**src/rtl/iq_frame_fifo.sv**
```systemverilog
// iq_frame_fifo: frame-granular elastic buffer between the I/Q frame packer and the DMA.
// Only complete frames of exactly FRAME_WORDS beats are released downstream. Frames arriving
// while full are dropped whole; short and long frames are discarded, with the write side
// resynchronising on tlast.
// Optional build macro IQ_FRAME_FIFO_STATS_EN enables the frames_dropped / frame_errors
// counters; without it both outputs read 0.
module iq_frame_fifo #(
  parameter int unsigned FRAME_WORDS  = 8,
  parameter int unsigned DEPTH_FRAMES = 16,
  parameter int unsigned FL_W         = $clog2(DEPTH_FRAMES) + 1
) (
  input  logic            axis_aclk,
  input  logic            axis_reset,
  input  logic [31:0]     s00_axis_tdata,
  input  logic            s00_axis_tvalid,
  input  logic            s00_axis_tlast,
  output logic            s00_axis_tready,
  output logic [31:0]     m00_axis_tdata,
  output logic            m00_axis_tvalid,
  output logic            m00_axis_tlast,
  input  logic            m00_axis_tready,
  output logic [FL_W-1:0] fill_frames,
  output logic [15:0]     frames_dropped,
  output logic [15:0]     frame_errors
);

  localparam int unsigned SlotW = $clog2(DEPTH_FRAMES);
  localparam int unsigned WiW   = $clog2(FRAME_WORDS);
  localparam int unsigned AddrW = SlotW + WiW;
  localparam logic [WiW-1:0] LastWi = WiW'(FRAME_WORDS - 1);
  localparam logic [FL_W:0]  FullOcc = (FL_W + 1)'(DEPTH_FRAMES);

  typedef enum logic [1:0] {WrAccept, WrDrop, WrResync} wr_state_e;
  typedef enum logic {RdIdle, RdStream} rd_state_e;

  // Frame store, addressed as {slot, word index}
  logic [31:0] mem [2**AddrW];

  wr_state_e        wr_state_q, wr_state_d;
  logic [WiW-1:0]   wi_q, wi_d;
  logic [SlotW-1:0] wr_slot_q, wr_slot_d;
  logic             tready_q;
  logic             commit, commit_q;
  logic             mem_we;
  logic             drop_evt, err_evt;

  rd_state_e        rd_state_q, rd_state_d;
  logic [WiW-1:0]   rd_wi_q, rd_wi_d;
  logic [SlotW-1:0] rd_slot_q, rd_slot_d;
  logic [AddrW-1:0] rd_addr;
  logic             load, release_frame;
  logic [31:0]      m_data_q;
  logic             m_valid_q, m_valid_d;
  logic             m_last_q, m_last_d;

  logic [FL_W-1:0]  count_q, count_d;
  logic [FL_W:0]    occupancy;
  logic             beat;

  assign beat = s00_axis_tvalid & tready_q;
  // A commit still in the pipeline already owns its slot, so it counts towards fullness
  assign occupancy = {1'b0, count_q} + {{FL_W{1'b0}}, commit_q};

  // Write side: place beats into the current slot, commit or discard on frame boundaries
  always_comb begin
    wr_state_d = wr_state_q;
    wi_d       = wi_q;
    wr_slot_d  = wr_slot_q;
    mem_we     = 1'b0;
    commit     = 1'b0;
    drop_evt   = 1'b0;
    err_evt    = 1'b0;
    if (beat) begin
      unique case (wr_state_q)
        WrAccept: begin
          if (wi_q == '0 && occupancy >= FullOcc) begin
            if (s00_axis_tlast) drop_evt = 1'b1;
            else                wr_state_d = WrDrop;
          end else begin
            mem_we = 1'b1;
            if (s00_axis_tlast) begin
              wi_d = '0;
              if (wi_q == LastWi) begin
                commit    = 1'b1;
                wr_slot_d = wr_slot_q + 1'b1;
              end else begin
                err_evt = 1'b1;
              end
            end else if (wi_q == LastWi) begin
              err_evt    = 1'b1;
              wi_d       = '0;
              wr_state_d = WrResync;
            end else begin
              wi_d = wi_q + 1'b1;
            end
          end
        end
        WrDrop: begin
          if (s00_axis_tlast) begin
            drop_evt   = 1'b1;
            wr_state_d = WrAccept;
          end
        end
        WrResync: begin
          if (s00_axis_tlast) wr_state_d = WrAccept;
        end
        default: wr_state_d = WrAccept;
      endcase
    end
  end

  // Read side: fetch words of the oldest committed frame; chain frames without a bubble
  always_comb begin
    rd_state_d    = rd_state_q;
    rd_slot_d     = rd_slot_q;
    rd_wi_d       = rd_wi_q;
    rd_addr       = {rd_slot_q, rd_wi_q};
    load          = 1'b0;
    release_frame = 1'b0;
    m_valid_d     = m_valid_q;
    m_last_d      = m_last_q;
    unique case (rd_state_q)
      RdIdle: begin
        if (count_q != '0) begin
          load       = 1'b1;
          rd_addr    = {rd_slot_q, {WiW{1'b0}}};
          rd_wi_d    = WiW'(1);
          m_valid_d  = 1'b1;
          m_last_d   = 1'b0;
          rd_state_d = RdStream;
        end
      end
      RdStream: begin
        if (m00_axis_tready) begin
          if (m_last_q) begin
            release_frame = 1'b1;
            rd_slot_d     = rd_slot_q + 1'b1;
            if (count_q > FL_W'(1)) begin
              load      = 1'b1;
              rd_addr   = {rd_slot_d, {WiW{1'b0}}};
              rd_wi_d   = WiW'(1);
              m_valid_d = 1'b1;
              m_last_d  = 1'b0;
            end else begin
              m_valid_d  = 1'b0;
              m_last_d   = 1'b0;
              rd_state_d = RdIdle;
            end
          end else begin
            load     = 1'b1;
            rd_addr  = {rd_slot_q, rd_wi_q};
            m_last_d = (rd_wi_q == LastWi);
            rd_wi_d  = rd_wi_q + 1'b1;
          end
        end
      end
      default: rd_state_d = RdIdle;
    endcase
  end

  // Committed frame count: a commit and a release in one cycle cancel
  always_comb begin
    count_d = count_q;
    if (commit_q && !release_frame)      count_d = count_q + 1'b1;
    else if (!commit_q && release_frame) count_d = count_q - 1'b1;
  end

  // Frame store write port (no reset on storage)
  always_ff @(posedge axis_aclk) begin
    if (mem_we) mem[{wr_slot_q, wi_q}] <= s00_axis_tdata;
  end

  // State registers, registered read port and output stage
  always_ff @(posedge axis_aclk) begin
    if (axis_reset) begin
      wr_state_q <= WrAccept;
      wi_q       <= '0;
      wr_slot_q  <= '0;
      tready_q   <= 1'b0;
      commit_q   <= 1'b0;
      rd_state_q <= RdIdle;
      rd_wi_q    <= '0;
      rd_slot_q  <= '0;
      m_data_q   <= '0;
      m_valid_q  <= 1'b0;
      m_last_q   <= 1'b0;
      count_q    <= '0;
    end else begin
      wr_state_q <= wr_state_d;
      wi_q       <= wi_d;
      wr_slot_q  <= wr_slot_d;
      tready_q   <= 1'b1;
      commit_q   <= commit;
      rd_state_q <= rd_state_d;
      rd_wi_q    <= rd_wi_d;
      rd_slot_q  <= rd_slot_d;
      if (load) m_data_q <= mem[rd_addr];
      m_valid_q  <= m_valid_d;
      m_last_q   <= m_last_d;
      count_q    <= count_d;
    end
  end

  assign s00_axis_tready = tready_q;
  assign m00_axis_tdata  = m_data_q;
  assign m00_axis_tvalid = m_valid_q;
  assign m00_axis_tlast  = m_last_q;
  assign fill_frames     = count_q;

`ifdef IQ_FRAME_FIFO_STATS_EN
  logic [15:0] dropped_q, dropped_d;
  logic [15:0] errors_q, errors_d;

  // Saturating event counters
  always_comb begin
    dropped_d = dropped_q;
    errors_d  = errors_q;
    if (drop_evt && dropped_q != 16'hFFFF) dropped_d = dropped_q + 16'd1;
    if (err_evt && errors_q != 16'hFFFF)   errors_d  = errors_q + 16'd1;
  end

  // Counter registers
  always_ff @(posedge axis_aclk) begin
    if (axis_reset) begin
      dropped_q <= '0;
      errors_q  <= '0;
    end else begin
      dropped_q <= dropped_d;
      errors_q  <= errors_d;
    end
  end

  assign frames_dropped = dropped_q;
  assign frame_errors   = errors_q;
`else
  logic unused_stats;
  assign unused_stats   = drop_evt ^ err_evt;
  assign frames_dropped = '0;
  assign frame_errors   = '0;
`endif

endmodule

```
**config.mk**
```make
export PLATFORM = sky130hd
export DESIGN_NAME = iq_frame_fifo
export DESIGN_NICKNAME = d
export VERILOG_FILES = /design/src/rtl/iq_frame_fifo.sv
export SDC_FILE = /design/constraint.sdc
export NUM_CORES = 2
export LEC_CHECK = 0
export ABC_AREA = 1
export BUFFER_PORTS_ARGS = -buffer_cell sky130_fd_sc_hd__buf_2
export CORE_MARGIN = 2
export CORE_UTILIZATION = 25
export DETAILED_ROUTE_END_ITERATION = 6
export PLACE_DENSITY = 0.46
export SLEW_MARGIN = 20
export SYNTH_ARGS = -nofsm -noshare
export SYNTH_HDL_FRONTEND = slang
export SYNTH_SLANG_ARGS = --single-unit
```
**constraint.sdc**
```tcl
create_clock -name axis_aclk -period 12.44 [get_ports axis_aclk]
set_input_delay 0.622 -clock axis_aclk [delete_from_list [all_inputs] [get_ports axis_aclk]]
set_output_delay 0.622 -clock axis_aclk [all_outputs]
set_load 0.02 [all_outputs]
```
==> results_dict.tcl <==
set metrics [dict create \
    status "finished clean" \
    drcViolationCount 0 \
    syn_inst 14000 \
    grt_pass1_vias 109000 \
    layout.nets 13700 \
    reg2reg_from "fill_frames[1]" \
    synth_cell_types 36 \
    hold_viol 0 \
    p_leak_nw 64.2 \
    rsz0062_at_grt "no" \
    cts.path.max_buffers 4 \
    ff2ff_setup_slack_ns 5.31 \
    dp_slack_ns 5.44 \
    synthSimpleGateAreaFrac_pct 23.2 \
    critPathKind "reg2reg" \
    ys_async_sr_fraction_pct 0 \
    dominantRegCellSynth "edfxtp_1" \
    place_hpwl_um 310000 \
    synthMuxAreaShare_pct 0 \
    slew_headroom_pct 21.9 \
    post_cts_buffers 0 \
    vias 116000 \
    grt.total_usage_pct 17.0 \
    first_pass_iters 6 \
    htreeDepth 5 \
    grt_pass1_wl_um 860000 \
    path_clk_slew_ns 0.06 \
    start_util_pct 25.0 \
    end_kind "flip-flop" \
    synth.most_common_cell "nand3_1" \
    io_buffers 76 \
    syn_area_sq_mm 0.170 \
    min_to "mem[42][9]" \
    synth_top_family_by_area "simple AND/OR/NAND/NOR gates" \
    place.gp.congestion 0.788 \
    synth.area.top_cells "edfxtp_1 72%, nand3_1 18%, nand2_1 4.7%, buf_2 2.1%, dfxtp_1 0.68%" \
    wl_per_cell_um 26.4 \
    skew_ns 0.0998 \
    utilization_pct 28.7 \
    netlist_top_cells_count "6125 x nand3_1, 4096 x edfxtp_1, 2116 x nand2_1" \
    worstPathArrival_ns 8.07 \
    clock.fmax_mhz 140 \
    fin_ws_ns 5.31 \
    reg2reg_depth 21 \
    die_w_um 829 \
    reg2reg_to "m00_axis_tdata[13]" \
    numCtsBuffers 451 \
    root_buffer "clkbuf_16" \
    yosysWarnings 0 \
    setup_viol 0 \
    ioPinCount 109 \
    drv_cap 0 \
    synth-adder-area-share_pct 0.118 \
    fin_crit_ns 7.13 \
    stdcell_area_sq_mm 0.195 \
    start_kind "flip-flop" \
    min-delay-start "s00_axis_tdata[9]" \
    cts.sinks 4154 \
    required_ns 13.37 \
    synth-seq-cells 4154 \
    fin_cells 23100 \
    placed_area_sq_mm 0.181 \
    viasPerCell 5.00 \
    design.core.area_sq_mm 0.679 \
    hold_class "in2reg" \
    antenna_found_initial 40 \
    die_area_sq_mm 0.687 \
    drtIter0Drc 12700 \
    min_path_cells 1 \
    yosysTopAreaCell "edfxtp_1" \
    dp_cells 22200 \
    synth_area_per_cell_sq_um 12.2 \
    drive_above_1_share_pct 8.24 \
    yosysSeqAreaShare_pct 73.0 \
    gr-total-overflow 0 \
    worst_slew_pin_slew_ns 1.16 \
    maxSlewViolCount 0 \
    syn2layout_area_growth_pct 14.4 \
    min_period_over_period_pct 57.3 \
    crit_path_max_fanout 122 \
    placementRows 303 \
    peakVddDrop_mv 0.136 \
    synth_xor_area_share_pct 0.0301 \
    cts_tree "built" \
    synth.top_cell.area_share_pct 72.3 \
    setup_tns_ns 0 \
    insertion_delay_ns 1.04 \
    synth_compound_area_share_pct 0.160 \
    finalWirelength_um 610000 \
    fp.dieH_um 829 \
    synth_edf_count 4096 \
    grt_max_degree 186 \
    power_density_mw_per_mm2 148 \
    antenna_left 0 \
]
==> metrics by stage <==
step / hold slack (ns) / total power, mW
final: 0.0634 / 28.8
after global routing: 0.0575 / 29.5
after CTS: 0.0175 / 29.0
after detailed placement: 0.490 / 16.2
after global placement: 0.481 / 16.1
after floorplan: 0.454 / 15.8
==> worst max-delay path by stage <==
stage | cells after the start | slack [ns] | startpoint | end
after floorplan | 9 | 7.58 | wi_q[0] | mem[44][0]
after global placement | 19 | 5.35 | fill_frames[1] | m00_axis_tdata[5]
after detailed placement | 19 | 5.44 | fill_frames[1] | m00_axis_tdata[5]
after CTS | 19 | 5.36 | fill_frames[1] | m00_axis_tdata[5]
after global routing | 21 | 5.03 | fill_frames[1] | m00_axis_tdata[13]
final | 21 | 5.31 | fill_frames[1] | m00_axis_tdata[13]
==> metal layers <==
metal,vias up,part of all wire [%],track usage (%)
met3,764,7.0,2.47
met2,4440,46,27.2
met4,4,3.1,4.86
met5,-,0.0044,0
li1,51100,-,-
met1,59300,44,24.0
==> kinds of logic (layout without fill, tap and decap cells) <==
kind of cell | Yosys count | in the layout
xor+xnor | 5 | 5
flops | 4154 | 4154
simple gates | 8477 | 8477
buf+inv | 1276 | 1329
compound gates | 48 | 48
fa+ha+maj | 16 | 16
other cells | 1 | 74
==> report_power, final <==
part / internal [mW] / switching (mW) / total, mW
Sequential: 15.4 / 0.00478 / 15.4
Clock: 7.24 / 5.66 / 12.9
Combinational: 0.0435 / 0.421 / 0.465
Total: 22.7 / 6.09 / 28.8
==> area by class of cell <==
type	count	area (sq um)
Fill cell	69400	485000
Multi-Input combinational cell	8578	41300
Antenna cell	42	105
Sequential cell	4154	124000
Clock buffer	603	12200
Inverter	98	390
Tap cell	8997	11300
Clock inverter	217	1720
Timing Repair Buffer	411	3600
==> state kept, by name, summed over array words and instances (netlist names) <==
| signal | cells |
|---|---|
| fill_frames | 5 |
| rd_state_q | 1 |
| wr_state_q | 2 |
| commit_q | 1 |
| s00_axis_tready | 1 |
| rd_wi_q | 3 |
| m00_axis_tlast | 1 |
| m00_axis_tvalid | 1 |
| wr_slot_q | 4 |
| m00_axis_tdata | 32 |
| mem | 4096 |
| rd_slot_q | 4 |
| wi_q | 3 |
==> repair_timing <==
item	in CTS	in global routing
hold endpoints to repair	63	0
hold buffers	5	0
resized for setup	0	0
==> cell usage in the layout, fill, tap and decap left out, types with 5 or more instances in the layout <==
master,synthesis,routed
dlygate4sd3_1,0,5
nor2_4,2,129
nor2_1,212,84
clkbuf_1,303,125
clkbuf_8,0,21
inv_16,0,5
nor3_1,12,12
inv_1,93,84
dfxtp_1,58,58
buf_2,709,44
inv_6,0,7
clkinv_2,0,73
edfxtp_1,4096,4096
clkinvlp_4,0,7
bufinv_16,0,19
conb_1,1,32
nand2_1,2116,2116
clkinv_1,2,99
clkbuf_16,0,457
a21oi_1,21,20
buf_4,66,293
nand3_1,6125,6123
buf_12,0,40
clkinv_8,0,5
o21ai_0,14,14
diode_2,0,42
inv_2,3,7
buf_6,2,29
nand4_1,5,5
ha_1,16,16
==> worst max-delay path, stage by stage, from the launching register on <==
cell and delay [ns]:
dfxtp_1 0.38, inv_1 0.16, ha_1 0.18, inv_1 0.05
nor2_1 0.09, nand2_1 0.12, nand3_4 0.55, buf_12 0.54
buf_4 0.76, buf_4 0.58, buf_4 0.67, buf_4 0.86
nand3_1 0.15, nand3_1 0.13, nand3_1 0.08, nand3_1 0.14
nand3_1 0.09, nand3_1 0.27, nand3_1 0.45, nand3_1 0.22
nand2_1 0.12, inv_1 0.08
No activity file was read; power rests on OpenSTA's default activity.
